[config.mk]
export PLATFORM = sky130hd
export DESIGN_NAME = layer_mac_sched
export DESIGN_NICKNAME = d
export VERILOG_FILES = /design/src/rtl/layer_mac_sched_pkg.sv /design/src/rtl/layer_mac_sched_cnt.sv /design/src/rtl/layer_mac_sched.sv
export SDC_FILE = /design/constraint.sdc
export NUM_CORES = 1
export LEC_CHECK = 0
export BUFFER_PORTS_ARGS = -buffer_cell sky130_fd_sc_hd__buf_4
export CORE_MARGIN = 3
export CORE_UTILIZATION = 53
export CTS_CLUSTER_DIAMETER = 80
export DETAILED_ROUTE_END_ITERATION = 12
export PLACE_DENSITY = 0.8
export SLEW_MARGIN = 15
export SYNTH_ARGS = -nofsm -noshare
export SYNTH_HDL_FRONTEND = slang
export SYNTH_SLANG_ARGS = --single-unit
export TNS_END_PERCENT = 20
[constraint.sdc]
create_clock -name clk -period 4 [get_ports clk]
set_input_delay 0.8 -clock clk [delete_from_list [all_inputs] [get_ports clk]]
set_output_delay 0.8 -clock clk [all_outputs]
set_load 0.1 [all_outputs]
[src/rtl/layer_mac_sched_pkg.sv]
// Shared types and helpers for the fully-connected layer MAC sequencer.
package layer_mac_sched_pkg;

  typedef enum logic [2:0] {IDLE, LOAD_X, BIAS, MAC, DRAIN, OUTPUT} state_t;

  // Address width for a range of n entries, never narrower than one bit.
  function automatic int width_of(input int n);
    return (n <= 1) ? 1 : $clog2(n);
  endfunction

endpackage

[src/rtl/layer_mac_sched_cnt.sv]
// Modulo-LIMIT up-counter with synchronous clear; wrap flags the last value.
module layer_mac_sched_cnt #(
  parameter int LIMIT = 2,
  parameter int W     = 1
) (
  input  logic         clk,
  input  logic         reset,
  input  logic         en,
  input  logic         clr,
  output logic [W-1:0] count,
  output logic         wrap
);

  localparam logic [W-1:0] LAST = W'(LIMIT - 1);

  assign wrap = (count == LAST);

  always_ff @(posedge clk or posedge reset) begin
    if (reset)    count <= '0;
    else if (clr) count <= '0;
    else if (en)  count <= wrap ? '0 : count + W'(1);
  end

endmodule

[src/rtl/layer_mac_sched.sv]
// Control sequencer for one FC layer: loads X, then walks the shared MAC
// through M neurons, presenting each clamped result over valid/ready.
module layer_mac_sched
  import layer_mac_sched_pkg::*;
#(
  parameter int M  = 5,
  parameter int N  = 2,
  parameter int XW = width_of(N),
  parameter int WW = width_of(M * N),
  parameter int BW = width_of(M)
) (
  input  logic          clk,
  input  logic          reset,
  input  logic          s_valid,
  output logic          s_ready,
  output logic          m_valid,
  input  logic          m_ready,
  output logic          m_last,
  output logic          wr_en_x,
  output logic [XW-1:0] addr_x,
  output logic [WW-1:0] addr_w,
  output logic [BW-1:0] addr_b,
  output logic          ld_bias,
  output logic          en_acc,
  output logic          en_relu
);

  localparam logic [WW-1:0] W_LAST = WW'(M * N - 1);

  state_t        state, state_nx;
  logic [XW-1:0] k;
  logic [BW-1:0] j;
  logic [WW-1:0] wptr;
  logic          k_en, k_clr, k_wrap;
  logic          j_wrap;
  logic          hs_in, hs_out;

  assign hs_in  = s_valid & s_ready;
  assign hs_out = m_valid & m_ready;
  assign k_en   = hs_in | (state == MAC);
  assign k_clr  = (state == BIAS);

  // k counts input writes in LOAD_X and read indices in MAC.
  layer_mac_sched_cnt #(.LIMIT(N), .W(XW)) u_k (
    .clk   (clk),
    .reset (reset),
    .en    (k_en),
    .clr   (k_clr),
    .count (k),
    .wrap  (k_wrap)
  );

  layer_mac_sched_cnt #(.LIMIT(M), .W(BW)) u_j (
    .clk   (clk),
    .reset (reset),
    .en    (hs_out),
    .clr   (1'b0),
    .count (j),
    .wrap  (j_wrap)
  );

  // Weight pointer runs linearly over all M*N weights across the vector.
  always_ff @(posedge clk or posedge reset) begin
    if (reset)                wptr <= '0;
    else if (hs_out && j_wrap) wptr <= '0;
    else if (state == MAC)     wptr <= (wptr == W_LAST) ? '0 : wptr + WW'(1);
  end

  always_ff @(posedge clk or posedge reset) begin
    if (reset) state <= IDLE;
    else       state <= state_nx;
  end

  // Strobes lag address issue by one cycle to match the registered memory reads.
  always_comb begin
    state_nx = state;
    s_ready  = 1'b0;
    m_valid  = 1'b0;
    m_last   = 1'b0;
    ld_bias  = 1'b0;
    en_acc   = 1'b0;
    en_relu  = 1'b0;
    case (state)
      IDLE:   state_nx = LOAD_X;
      LOAD_X: begin
        s_ready = 1'b1;
        if (s_valid && k_wrap) state_nx = BIAS;
      end
      BIAS:   state_nx = MAC;
      MAC: begin
        ld_bias = (k == '0);
        en_acc  = (k != '0);
        if (k_wrap) state_nx = DRAIN;
      end
      DRAIN: begin
        en_acc   = 1'b1;
        en_relu  = 1'b1;
        state_nx = OUTPUT;
      end
      OUTPUT: begin
        m_valid = 1'b1;
        m_last  = j_wrap;
        if (m_ready) state_nx = j_wrap ? LOAD_X : BIAS;
      end
      default: state_nx = IDLE;
    endcase
  end

  assign wr_en_x = hs_in;
  assign addr_x  = k;
  assign addr_w  = wptr;
  assign addr_b  = j;

endmodule

Word level (Yosys, flattened, before mapping)
Index checks and enable logic that the tools add are counted.

Flip-flop bits (word level): 11. Output and inout bits: 15.

$add $sub $neg: 3. Equal/unequal tests: 10. Multiplexer cells: 18. Bitwise gates (word level): 4. Reduce and logical (&&, ||, !) cells: 6.

Operator list (number): case mux 3 bit (6 select lines) (1); two-way mux 3 bit (4); two-way mux 4 bit (3); == test 3 bit, second input constant (3); two-way mux 1 bit (8); == test 3 x 2 -> 1 bit, second input constant (2); adder 4 x 1 -> 4 bit, second input constant (1); == test 4 bit, second input constant (1); != test 2 bit, second input constant (2); nonzero test 2 bit (2); adder 3 x 1 -> 3 bit, second input constant (1); == test 3 x 1 -> 1 bit, second input constant (1); zero test 3 bit (1); AND reduction 3 bit (1); bitwise AND 1 bit (2); logical AND 1 bit (2); two-way mux 2 bit (1); != test 2 x 1 -> 1 bit, second input constant (1); case mux 1 bit (2 select lines) (1); adder 1 bit, second input constant (1); inverter 1 bit (1); bitwise OR 1 bit (1).

Logic depth before layout (Yosys ltp)
Depth in word-level cells: 6. Mapped depth: 5. Depth with buffers taken out: 5.

Cells and area by module
Synthesis repeated with hierarchy kept, for this count alone.

Cells, all modules: 79. Area, all modules: 742.0 µm².

Modules (own cells, without submodules): layer_mac_sched (instances 1, cells each 56, area each 519.2 µm²); layer_mac_sched_cnt (u_j) (instances 1, cells each 18, area each 173.9 µm²); layer_mac_sched_cnt (u_k) (instances 1, cells each 5, area each 48.8 µm²).

Least setup slack after synthesis
Ideal clock, no wire load.

Path type: reg2out. From: register state[1]. To: output en_acc. Arrival time: 2.790 ns. Required time: 3.200 ns. Slack: 0.410 ns. Cell stages (with the launch flop): 3. Path buffers: 1. Path through: dfrtp_1 > buf_4 > o31ai_1.

Word-level cells in the longest chain between the ends: 2.

Ends and longest elaborated chain: start: declaration (line layer_mac_sched.sv:30) `state_t state, state_nx;`; start signal: assignment (line layer_mac_sched.sv:71) `else state <= state_nx;`; == test 3 bit / == test 3 x 2 -> 1 bit (equally long branches) (line layer_mac_sched.sv:83) `case (state)`; case mux 1 bit (2 select lines) * (line layer_mac_sched.sv:83); end: declaration (line layer_mac_sched.sv:24) `output logic en_acc,`.

Mark *: on every way between the ends. The rest lies on a longest branch, timed or not.

Worst setup path after layout
From: register state[0]. To: output m_last.

Word-level cells in the longest chain between the ends: 2.

Ends and longest elaborated chain: == test 3 bit (line layer_mac_sched.sv:83); two-way mux 1 bit (line layer_mac_sched.sv:83); end: declaration (line layer_mac_sched.sv:18) `output logic m_last,`.

No other way between the ends.

==> results.md <==
- Status: complete, no violations
- Iter 0 DRT Violations: 16
- Critical path data arrival time: 1.72 ns
- Unique masters post-synth: 30
- CTS max path bufs: 2
- Crit path launch: state[0]$_DFFE_PP0P_
- Ys flop type: dfrtp_1
- Top-Level Pins: 19
- Hold_buf cts: 0
- Root buffer cell: clkbuf_4
- Final min period: 2.52 ns
- Gate Count Post-Synth: 74
- GRT Total Usage: 18.2%
- Area of placed instances: 822 µm²
- Finished Layout Cells: 106
- RSZ-0062 raised after global routing: no
- CP Launch Type: flop
- Core area: 1170 µm²
- Slowest-stage cell, CP: dfrtp_1
- CTS tree: yes
- Max incr delay on CP: 0.51 ns
- Initial Utilization: 60.1%
- Port Buffers: 18
- Most frequent cells in the layout: 18 x buf_4, 11 x dfrtp_1, 7 x inv_1, 7 x o21ai_0, 5 x a21oi_1
- Crit-path cells: nor2b_1, and2_2, nor2b_1, buf_4
- Reg clk slew, reported paths: 0.07 ns
- Fin nets: 101
- Commonest non-fill, non-tap cell in the layout: buf_4
- Post-CTS setup buffer count: 0
- Drt pass-1 iters: 4
- Die width: 42.5 µm
- WL per Instance: 14.6 µm
- Max-slew headroom: 71.5%
- Worst-skew pair later-pin latency: 0.27 ns
- Gpl congestion: 0.780
- Vias per cell: 6.06
- Cell row count: 12
- Flops & latches, synth: 11
- Cell area after layout: 848 µm²
- Peak fanout along the critical path: 11
- Placed Instances: 102
- Worst-Margin Slew: 0.427 ns
- Total Neg Setup Slack: 0 ns
- Initial antenna violation count: 0
- Max-cap violations: 0
- Most used cell, CP: nor2b_1
- Clk sinks: 11
- Area grow syn2layout: 20.4%
- Global route total overflow: 0
- Syn_nets: 82
- Largest net degree at the start of global routing: 13
- Seq/Total Area, Yosys: 39.1%
- Chip height: 42.5 µm
- Critical path type: reg -> out
- Largest delay contributor family on the critical path: simple AND/OR/NAND/NOR gates
- Crit. End Element: primary output
- Final wirelength: 1540 µm
- DP Wirelength: 1130 µm
- Vias in the first global route: 593
- Critical Path RT: 3.20 ns
- Fin Clk Skew: 0.00135 ns
- H-Tree Depth: 1
- Antenna violation net count after detailed routing: 0
- Count of final max-slew check failures: 0
- First-pass GRT wire length: 2490 µm
- Hold slack: 0.518 ns
- # DRC: 0
- Number of enable flip-flop cells after synthesis: 0
- Buf/Inv on CP: 1
- Final setup fails: 0
- Syn_area_per_cell: 9.52 µm²
- Synth warn: 0
- Fmax: 0.397 GHz
- Period utilization: 62.9%
- HP Class: in -> async
- Inserted Diodes: 0
- Synth Cell Area: 704 µm²
- Async S/R FF share, synth: 100%
- Reg2reg start: state[1]$_DFFE_PP0P_
- Share of post-route cells with drive strength above 1: 29.3%
- Die area: 1800 µm²
- Final hold vios: 0
- Total vias in the final route: 642
- Total CTS buffers: 3
- Post_cts resized: 0
## cell families after synthesis
family | after synthesis | synth area share [%]
mux | 1 | 1.60
simple gates | 26 | 22.2
fa+ha+maj | 4 | 7.11
compound gates | 21 | 21.3
flops | 11 | 39.1
buf+inv | 11 | 8.70
## final cells by class
cell class	count	area, µm²
inverters	7	26.3
well taps	14	17.5
clock buffers	4	26.3
fillers	102	323
flip-flops and latches	11	275
repair buffers	18	135
multi-input cells	52	368
## worst register-to-register path, stage by stage, from the launching register on
cell and delay (ns):
dfrtp_1 0.50, nand4b_1 0.35, nor2_1 0.36, o32ai_1 0.14
## final timing paths
check	to	slack, ns	cells after the start
max	m_last	1.48	4
min	u_k.count$_DFFE_PP0P_	0.52	2
max reg2reg	addr_w[1]$_DFFE_PP0P_	2.52	3
min reg2reg	u_j.count[2]$_DFFE_PP0P_	0.55	1
max in group asynchronous	u_j.count[1]$_DFFE_PP0P_	3.19	2
min in group clk	u_j.count[2]$_DFFE_PP0P_	0.55	1
## state kept, by name, indices dropped and copies added, names as in the netlist
register / flops
u_j.count: 3
u_k.count: 1
addr_w: 4
state: 3
## layer usage
metal  vias up  track usage (%)  share of wire (%)
li1        299                -                  -
met1       312             19.4                 39
met2        25             33.7                 54
met3         6             4.29                5.8
met4         0             7.45                1.6
met5         -                0                  0
## cells in the mapped netlist (2+ instances only)
master | number | share of area (%)
nand2_1 | 4 | 2.1
a32o_1 | 2 | 2.8
nor2b_1 | 2 | 1.8
inv_1 | 7 | 3.7
o21ai_0 | 7 | 5.0
nor2_1 | 3 | 1.6
dfrtp_1 | 11 | 39
o31ai_1 | 2 | 2.1
nand3b_1 | 3 | 3.2
a21oi_1 | 5 | 3.6
buf_6 | 2 | 3.2
ha_1 | 4 | 7.1
nand3_1 | 3 | 2.1
and2b_2 | 2 | 2.5
and2_1 | 2 | 1.8
## per-stage QoR
stage	worst slack (ns)	utilization, %
2_1_floorplan	0.410	-
3_3_place_gp	1.86	70.2
3_5_place_dp	1.79	70.2
4_1_cts	1.49	72.4
5_1_grt	1.38	72.4
6_report	1.48	72.4
Power is left out: the tool's default activity adds up to more than one toggle a clock period on the data nets, which glitch-free logic cannot reach.
